**config.mk**
```make
export PLATFORM = sky130hd
export DESIGN_NAME = colorizer_v3
export DESIGN_NICKNAME = d
export VERILOG_FILES = /design/src/rtl/colorizer_pkg.sv /design/src/rtl/colorizer_palette.sv /design/src/rtl/colorizer_v3.sv
export SDC_FILE = /design/constraint.sdc
export NUM_CORES = 1
export LEC_CHECK = 0
export BUFFER_PORTS_ARGS = -buffer_cell sky130_fd_sc_hd__buf_2
export CORE_UTILIZATION = 35
export CTS_BUF_LIST = sky130_fd_sc_hd__clkbuf_4
export DETAILED_ROUTE_END_ITERATION = 16
export GPL_TIMING_DRIVEN = 0
export PLACE_DENSITY_LB_ADDON = 0.05
export SYNTH_ARGS = -nofsm -noshare
export SYNTH_HDL_FRONTEND = slang
export SYNTH_SLANG_ARGS = --single-unit
```
**constraint.sdc**
```tcl
create_clock -name clk -period 2 [get_ports clk]
set_input_delay 0.2 -clock clk [delete_from_list [all_inputs] [get_ports clk]]
set_output_delay 0.2 -clock clk [all_outputs]
set_load 0.01 [all_outputs]
```
**src/rtl/colorizer_pkg.sv**
```systemverilog
// Shared constants and types for the colorizer: default colour format,
// transparency key, blink counter width and the palette reset image.
package colorizer_pkg;

  localparam int COLOR_W_DEF = 12;
  localparam logic [COLOR_W_DEF-1:0] TRANSP_KEY_DEF = 12'h000;
  localparam int BLINK_CNT_W = 8;

  // Power-up palette: white, black, brown, red. Deeper palettes start black.
  localparam int PAL_RESET_N = 4;
  localparam logic [COLOR_W_DEF-1:0] PAL_RESET [PAL_RESET_N] = '{
    12'hFFF, 12'h000, 12'h840, 12'hF00
  };

  // Blink phase: icons with blink_en set are hidden while in PHASE_HIDE.
  typedef enum logic {
    PHASE_SHOW = 1'b0,
    PHASE_HIDE = 1'b1
  } blink_phase_e;

  // Reset value of palette entry idx; entries past the table are black.
  function automatic logic [COLOR_W_DEF-1:0] pal_reset_value(input int idx);
    logic [1:0] sel;
    sel = idx[1:0];
    if (idx < PAL_RESET_N) return PAL_RESET[sel];
    return '0;
  endfunction

endpackage

```
**src/rtl/colorizer_palette.sv**
```systemverilog
// Writable palette register file: synchronous write, combinational read.
// A read of the entry being written in the same cycle sees the old value.
module colorizer_palette
  import colorizer_pkg::*;
#(
  parameter int MAP_BITS = 2,
  parameter int COLOR_W  = COLOR_W_DEF
) (
  input  logic                clk,
  input  logic                reset,
  input  logic                we,
  input  logic [MAP_BITS-1:0] waddr,
  input  logic [COLOR_W-1:0]  wdata,
  input  logic [MAP_BITS-1:0] raddr,
  output logic [COLOR_W-1:0]  rdata
);

  localparam int DEPTH = 2 ** MAP_BITS;

  logic [COLOR_W-1:0] mem [DEPTH];

  // Palette storage: reload the reset image on reset, otherwise accept writes.
  // NOTE: this storage is reset on purpose -- the palette must come back to a
  // known image after reset, so it is built from flops rather than a RAM.
  always_ff @(posedge clk) begin
    if (reset) begin
      for (int i = 0; i < DEPTH; i++) begin
        mem[i] <= COLOR_W'(pal_reset_value(i));
      end
    end else if (we) begin
      mem[waddr] <= wdata;
    end
  end

  // Combinational read; the write lands at the edge, so collisions read old data.
  assign rdata = mem[raddr];

endmodule

```
**src/rtl/colorizer_v3.sv**
```systemverilog
// Pipelined colorizer: merges NUM_ICONS prioritised icon layers over a
// palette-mapped world pixel, with frame-based blinking. Two-cycle latency,
// one pixel per clock, video_on travels with the pixel so blanking stays aligned.
module colorizer_v3
  import colorizer_pkg::*;
#(
  parameter int                    NUM_ICONS    = 2,
  parameter int                    MAP_BITS     = 2,
  parameter int                    COLOR_W      = COLOR_W_DEF,
  parameter logic [COLOR_W-1:0]    TRANSP_KEY   = COLOR_W'(TRANSP_KEY_DEF),
  parameter int                    BLINK_FRAMES = 30
) (
  input  logic                           clk,
  input  logic                           reset,
  input  logic [NUM_ICONS*COLOR_W-1:0]   icon_pix,
  input  logic [NUM_ICONS-1:0]           icon_vld,
  input  logic [NUM_ICONS-1:0]           blink_en,
  input  logic [MAP_BITS-1:0]            world_pixel,
  input  logic                           video_on,
  input  logic                           frame_tick,
  input  logic                           pal_we,
  input  logic [MAP_BITS-1:0]            pal_addr,
  input  logic [COLOR_W-1:0]             pal_wdata,
  output logic [COLOR_W/3-1:0]           VGA_R,
  output logic [COLOR_W/3-1:0]           VGA_G,
  output logic [COLOR_W/3-1:0]           VGA_B
);

  localparam int CH_W = COLOR_W / 3;
  localparam logic [BLINK_CNT_W-1:0] BLINK_LAST = BLINK_CNT_W'(BLINK_FRAMES - 1);

  logic [BLINK_CNT_W-1:0] blink_cnt;
  blink_phase_e           blink_phase;

  logic [NUM_ICONS-1:0]   opaque;
  logic [COLOR_W-1:0]     sel_color_d;
  logic                   any_opaque_d;
  logic [COLOR_W-1:0]     pal_color_d;

  logic [COLOR_W-1:0]     sel_color_s1;
  logic [COLOR_W-1:0]     pal_color_s1;
  logic                   any_opaque_s1;
  logic                   video_on_s1;

  logic [COLOR_W-1:0]     rgb_s2;

  // Blink timing: count frames, flip phase every BLINK_FRAMES ticks, so the
  // phase only ever changes at a frame boundary.
  // NOTE: state registers use non-blocking assignments so every flop samples
  // the pre-edge values regardless of statement order.
  always_ff @(posedge clk) begin
    if (reset) begin
      blink_cnt   <= '0;
      blink_phase <= PHASE_SHOW;
    end else if (frame_tick) begin
      if (blink_cnt == BLINK_LAST) begin
        blink_cnt   <= '0;
        blink_phase <= (blink_phase == PHASE_SHOW) ? PHASE_HIDE : PHASE_SHOW;
      end else begin
        blink_cnt <= blink_cnt + 1'b1;
      end
    end
  end

  // Per-icon opacity: covering, not the transparent key, and not blinked off.
  // NOTE: every combinational output gets a default first, so no path through
  // the block can leave a value held and infer a latch.
  always_comb begin
    opaque = '0;
    for (int i = 0; i < NUM_ICONS; i++) begin
      opaque[i] = icon_vld[i]
                  && (icon_pix[i*COLOR_W +: COLOR_W] != TRANSP_KEY)
                  && !(blink_en[i] && (blink_phase == PHASE_HIDE));
    end
  end

  // Priority select: scanning from the lowest priority up, so the
  // lowest-index opaque icon is the last (winning) assignment.
  always_comb begin
    sel_color_d  = '0;
    any_opaque_d = 1'b0;
    for (int i = NUM_ICONS - 1; i >= 0; i--) begin
      if (opaque[i]) begin
        sel_color_d  = icon_pix[i*COLOR_W +: COLOR_W];
        any_opaque_d = 1'b1;
      end
    end
  end

  colorizer_palette #(
    .MAP_BITS (MAP_BITS),
    .COLOR_W  (COLOR_W)
  ) u_palette (
    .clk   (clk),
    .reset (reset),
    .we    (pal_we),
    .waddr (pal_addr),
    .wdata (pal_wdata),
    .raddr (world_pixel),
    .rdata (pal_color_d)
  );

  // Stage 1: register icon choice, palette colour and blanking for this pixel.
  always_ff @(posedge clk) begin
    if (reset) begin
      sel_color_s1  <= '0;
      pal_color_s1  <= '0;
      any_opaque_s1 <= 1'b0;
      video_on_s1   <= 1'b0;
    end else begin
      sel_color_s1  <= sel_color_d;
      pal_color_s1  <= pal_color_d;
      any_opaque_s1 <= any_opaque_d;
      video_on_s1   <= video_on;
    end
  end

  // Stage 2: blank outside the active region, else icon over world colour.
  always_ff @(posedge clk) begin
    if (reset) begin
      rgb_s2 <= '0;
    end else if (!video_on_s1) begin
      rgb_s2 <= '0;
    end else begin
      rgb_s2 <= any_opaque_s1 ? sel_color_s1 : pal_color_s1;
    end
  end

  assign VGA_R = rgb_s2[3*CH_W-1 -: CH_W];
  assign VGA_G = rgb_s2[2*CH_W-1 -: CH_W];
  assign VGA_B = rgb_s2[CH_W-1:0];

endmodule

```
==> out/results.ini <==
[outcome]
status=completed

[sta]
period_needed_ns=1.765
period_share_pct=88.24
max_slew_margin_pct=54.77
fin_skew_ns=0.02429
timing.fmax_mhz=566.6
fin_ws_ns=0.2352
holdWs_ns=0.03383
setup_viol=0
hold_violations=0
rsz0062_at_grt=no
fin_tns_setup_ns=0
drv_slew=0
worst_pin_slew_ns=0.6770

[clock_tree]
clk_pin_slew_ns=0.13
cts_buffers=9
post_cts_buffers=0
root_buffer=clkbuf_4
cts_resized=0
cts_sinks=95
worstSkewPairLatency_ns=0.44
clk_path_buf_depth=2
htreeDepth=3
cts_tree=done

[critical_path]
cp-startpoint=blink_cnt[0]
reg2regPathDepth=4
critical_path_arrival_ns=2.08
critical_path_class=register to register
r2r_setup_slack_ns=0.24
worstPathRequired_ns=2.31
r2r-start=blink_cnt[0]
worstPathMaxFanout=8
crit_path_start_kind=register
end_kind=register
r2r-end=blink_cnt[0]
critPathCapture=blink_cnt[0]

[routing]
drc=0
ant_nets=0
dr.pass1.iters=4
vias_per_cell=4.658
drt-wirelength-per-cell_um=14.94
via_count=2413
dr.first_iter.drc_count=114
routed_wl_um=7741

[power_and_ir_drop]
ir_worst_vdd_uv=252.6
p_per_area_nw_per_um2=786.4
p_total_uw=3575
leakage_uw=0.001740

[global_routing]
gr-max-usage-layer=met2
grt_usage_pct=15.12
use_met1_pct=19.30
met2_usage_pct=24.61
grt_pass1_wl_um=12590
gr-total-overflow=0
grt_max_degree=17
grt_pass1_vias=2404
grt_antenna_before_repair=0
met3_usage_pct=2.736

[floorplanning]
die_y_um=106.8
die_x_um=106.8
design.core.area_um2=10510
die-area_um2=11410
start_util_pct=36.60
row_count=37
pin_count=61

[placement]
portBuffers=59
dp_slack_ns=-0.1995
gp_congestion=0.7929
place_hpwl_um=5468

[synth]
synth_edf_count=48
synth.net_count=348
yosysWarnings=0
synthCells=297
ys_seq_area_share_pct=61.94
synthDistinctLibCells=35
ys_ff_latch=95
synthFlopType=edfxtp_1
syn_avg_cell_area_um2=12.95
async_reset_ff_share_pct=0
syn_area_um2=3846

[layout]
final_nets=428
num_antenna_cells=0
area_delta_synth_final_pct=18.22
drive_gt1_share_pct=26.44

[min_path]
hold_path.class=input port to register

[job]
maxCapViolations=0

per-stage QoR:
stage,area (um2),instances,utilization [%]
5_1_grt,4547,518,43.27
4_1_cts,4547,518,43.27
3_3_place_gp,4312,492,41.03
6_report,4547,518,43.27
2_1_floorplan,3846,297,-
3_5_place_dp,4312,492,41.03
sequential cells by signal, summed over array words and instances, names as in the netlist:
signal and count:
video_on_s1 1, any_opaque_s1 1, sel_color_s1 12, u_palette.mem 48, blink_phase 1, pal_color_s1 12, blink_cnt 8, rgb_s2 12
worst min-delay path by stage:
stage,start,endpoint,slack [ns],cells past startpoint
floorplan,video_on,video_on_s1,0.33,1
global placement,video_on,video_on_s1,0.42,2
detailed placement,video_on,video_on_s1,0.42,2
CTS,icon_pix[0],sel_color_s1[0],0.0002,3
global route,icon_pix[0],sel_color_s1[0],0.005,3
finish,icon_pix[0],sel_color_s1[0],0.03,3
cell families (layout without fill, tap and decap cells):
logic type               count (synthesis)  count (layout)  synth area share [%]
AND/OR/NAND/NOR                        129             129                 19.29
AO/OA/AOI/OAI                           19              19                 3.286
multiplexers                            32              32                 12.23
adder cells (fa/ha/maj)                  2               2                0.6505
flip-flops                              95              95                 61.94
buffers and inverters                   16             101                 1.692
XOR/XNOR                                 4               4                0.9110
worst max-delay path: stages, from the launching register on:
cell and delay (ns):
dfxtp_1 0.42, ha_1 0.18, or4b_4 0.47, o21ai_1 0.48
nor2_1 0.10
cell usage in the layout, fill, tap and decap left out, drive strengths merged, types with 6 or more instances in the layout:
cell type    count
and2            43
buf             64
clkbuf          19
dfxtp           47
dlygate4sd3     10
edfxtp          48
mux2i           20
mux4            12
nand2           12
nand2b          17
nand3           11
nor2            17
nor3b            6
power breakdown:
part / internal [uW] / leakage (uW) / total [uW] / switching [uW]
clock: 395 / 0.0000751 / 1030 / 633
combinational: 176 / 0.000808 / 345 / 169
sequential: 2170 / 0.000857 / 2200 / 34.9
total: 2740 / 0.00174 / 3580 / 836
what timing repair did:
action                                  in CTS  in global routing
endpoints found under the setup margin       0                  0
endpoints found under the hold margin        9                  0
hold buffers                                10                  0
metal layers:
metal	up-vias	part of all wire, %
met2	61	48
met5	-	0
met3	11	4.2
met1	1116	46
met4	0	1.9
li1	1225	-
synthesized netlist by cell type, drive strengths merged, types with 3 or more instances:
cell type | instances | area [um2]
nor3b | 6 | 45.04
and2 | 43 | 269.0
nand4 | 4 | 25.02
xor2 | 3 | 26.28
or2 | 3 | 18.77
mux2i | 20 | 200.2
buf | 5 | 23.77
nand2 | 12 | 45.04
edfxtp | 48 | 1441
nand3 | 11 | 55.05
nand2b | 17 | 106.4
a21oi | 5 | 25.02
nor2 | 17 | 63.81
mux4 | 12 | 270.3
o21ai | 5 | 25.02
a31o | 5 | 43.79
nor4 | 3 | 18.77
or3 | 4 | 26.28
clkbuf | 9 | 33.78
dfxtp | 47 | 940.9
or4 | 3 | 22.52
final cells by class:
class | instances | area, um2
Clock inverter | 6 | 60.06
Clock buffer | 10 | 75.07
Timing Repair Buffer | 69 | 395.4
Sequential cell | 95 | 2382
Multi-Input combinational cell | 186 | 1399
Fill cell | 994 | 5962
Tap cell | 136 | 170.2
Inverter | 2 | 7.507
Buffer | 14 | 57.56
(Power assumes the default switching activity.)
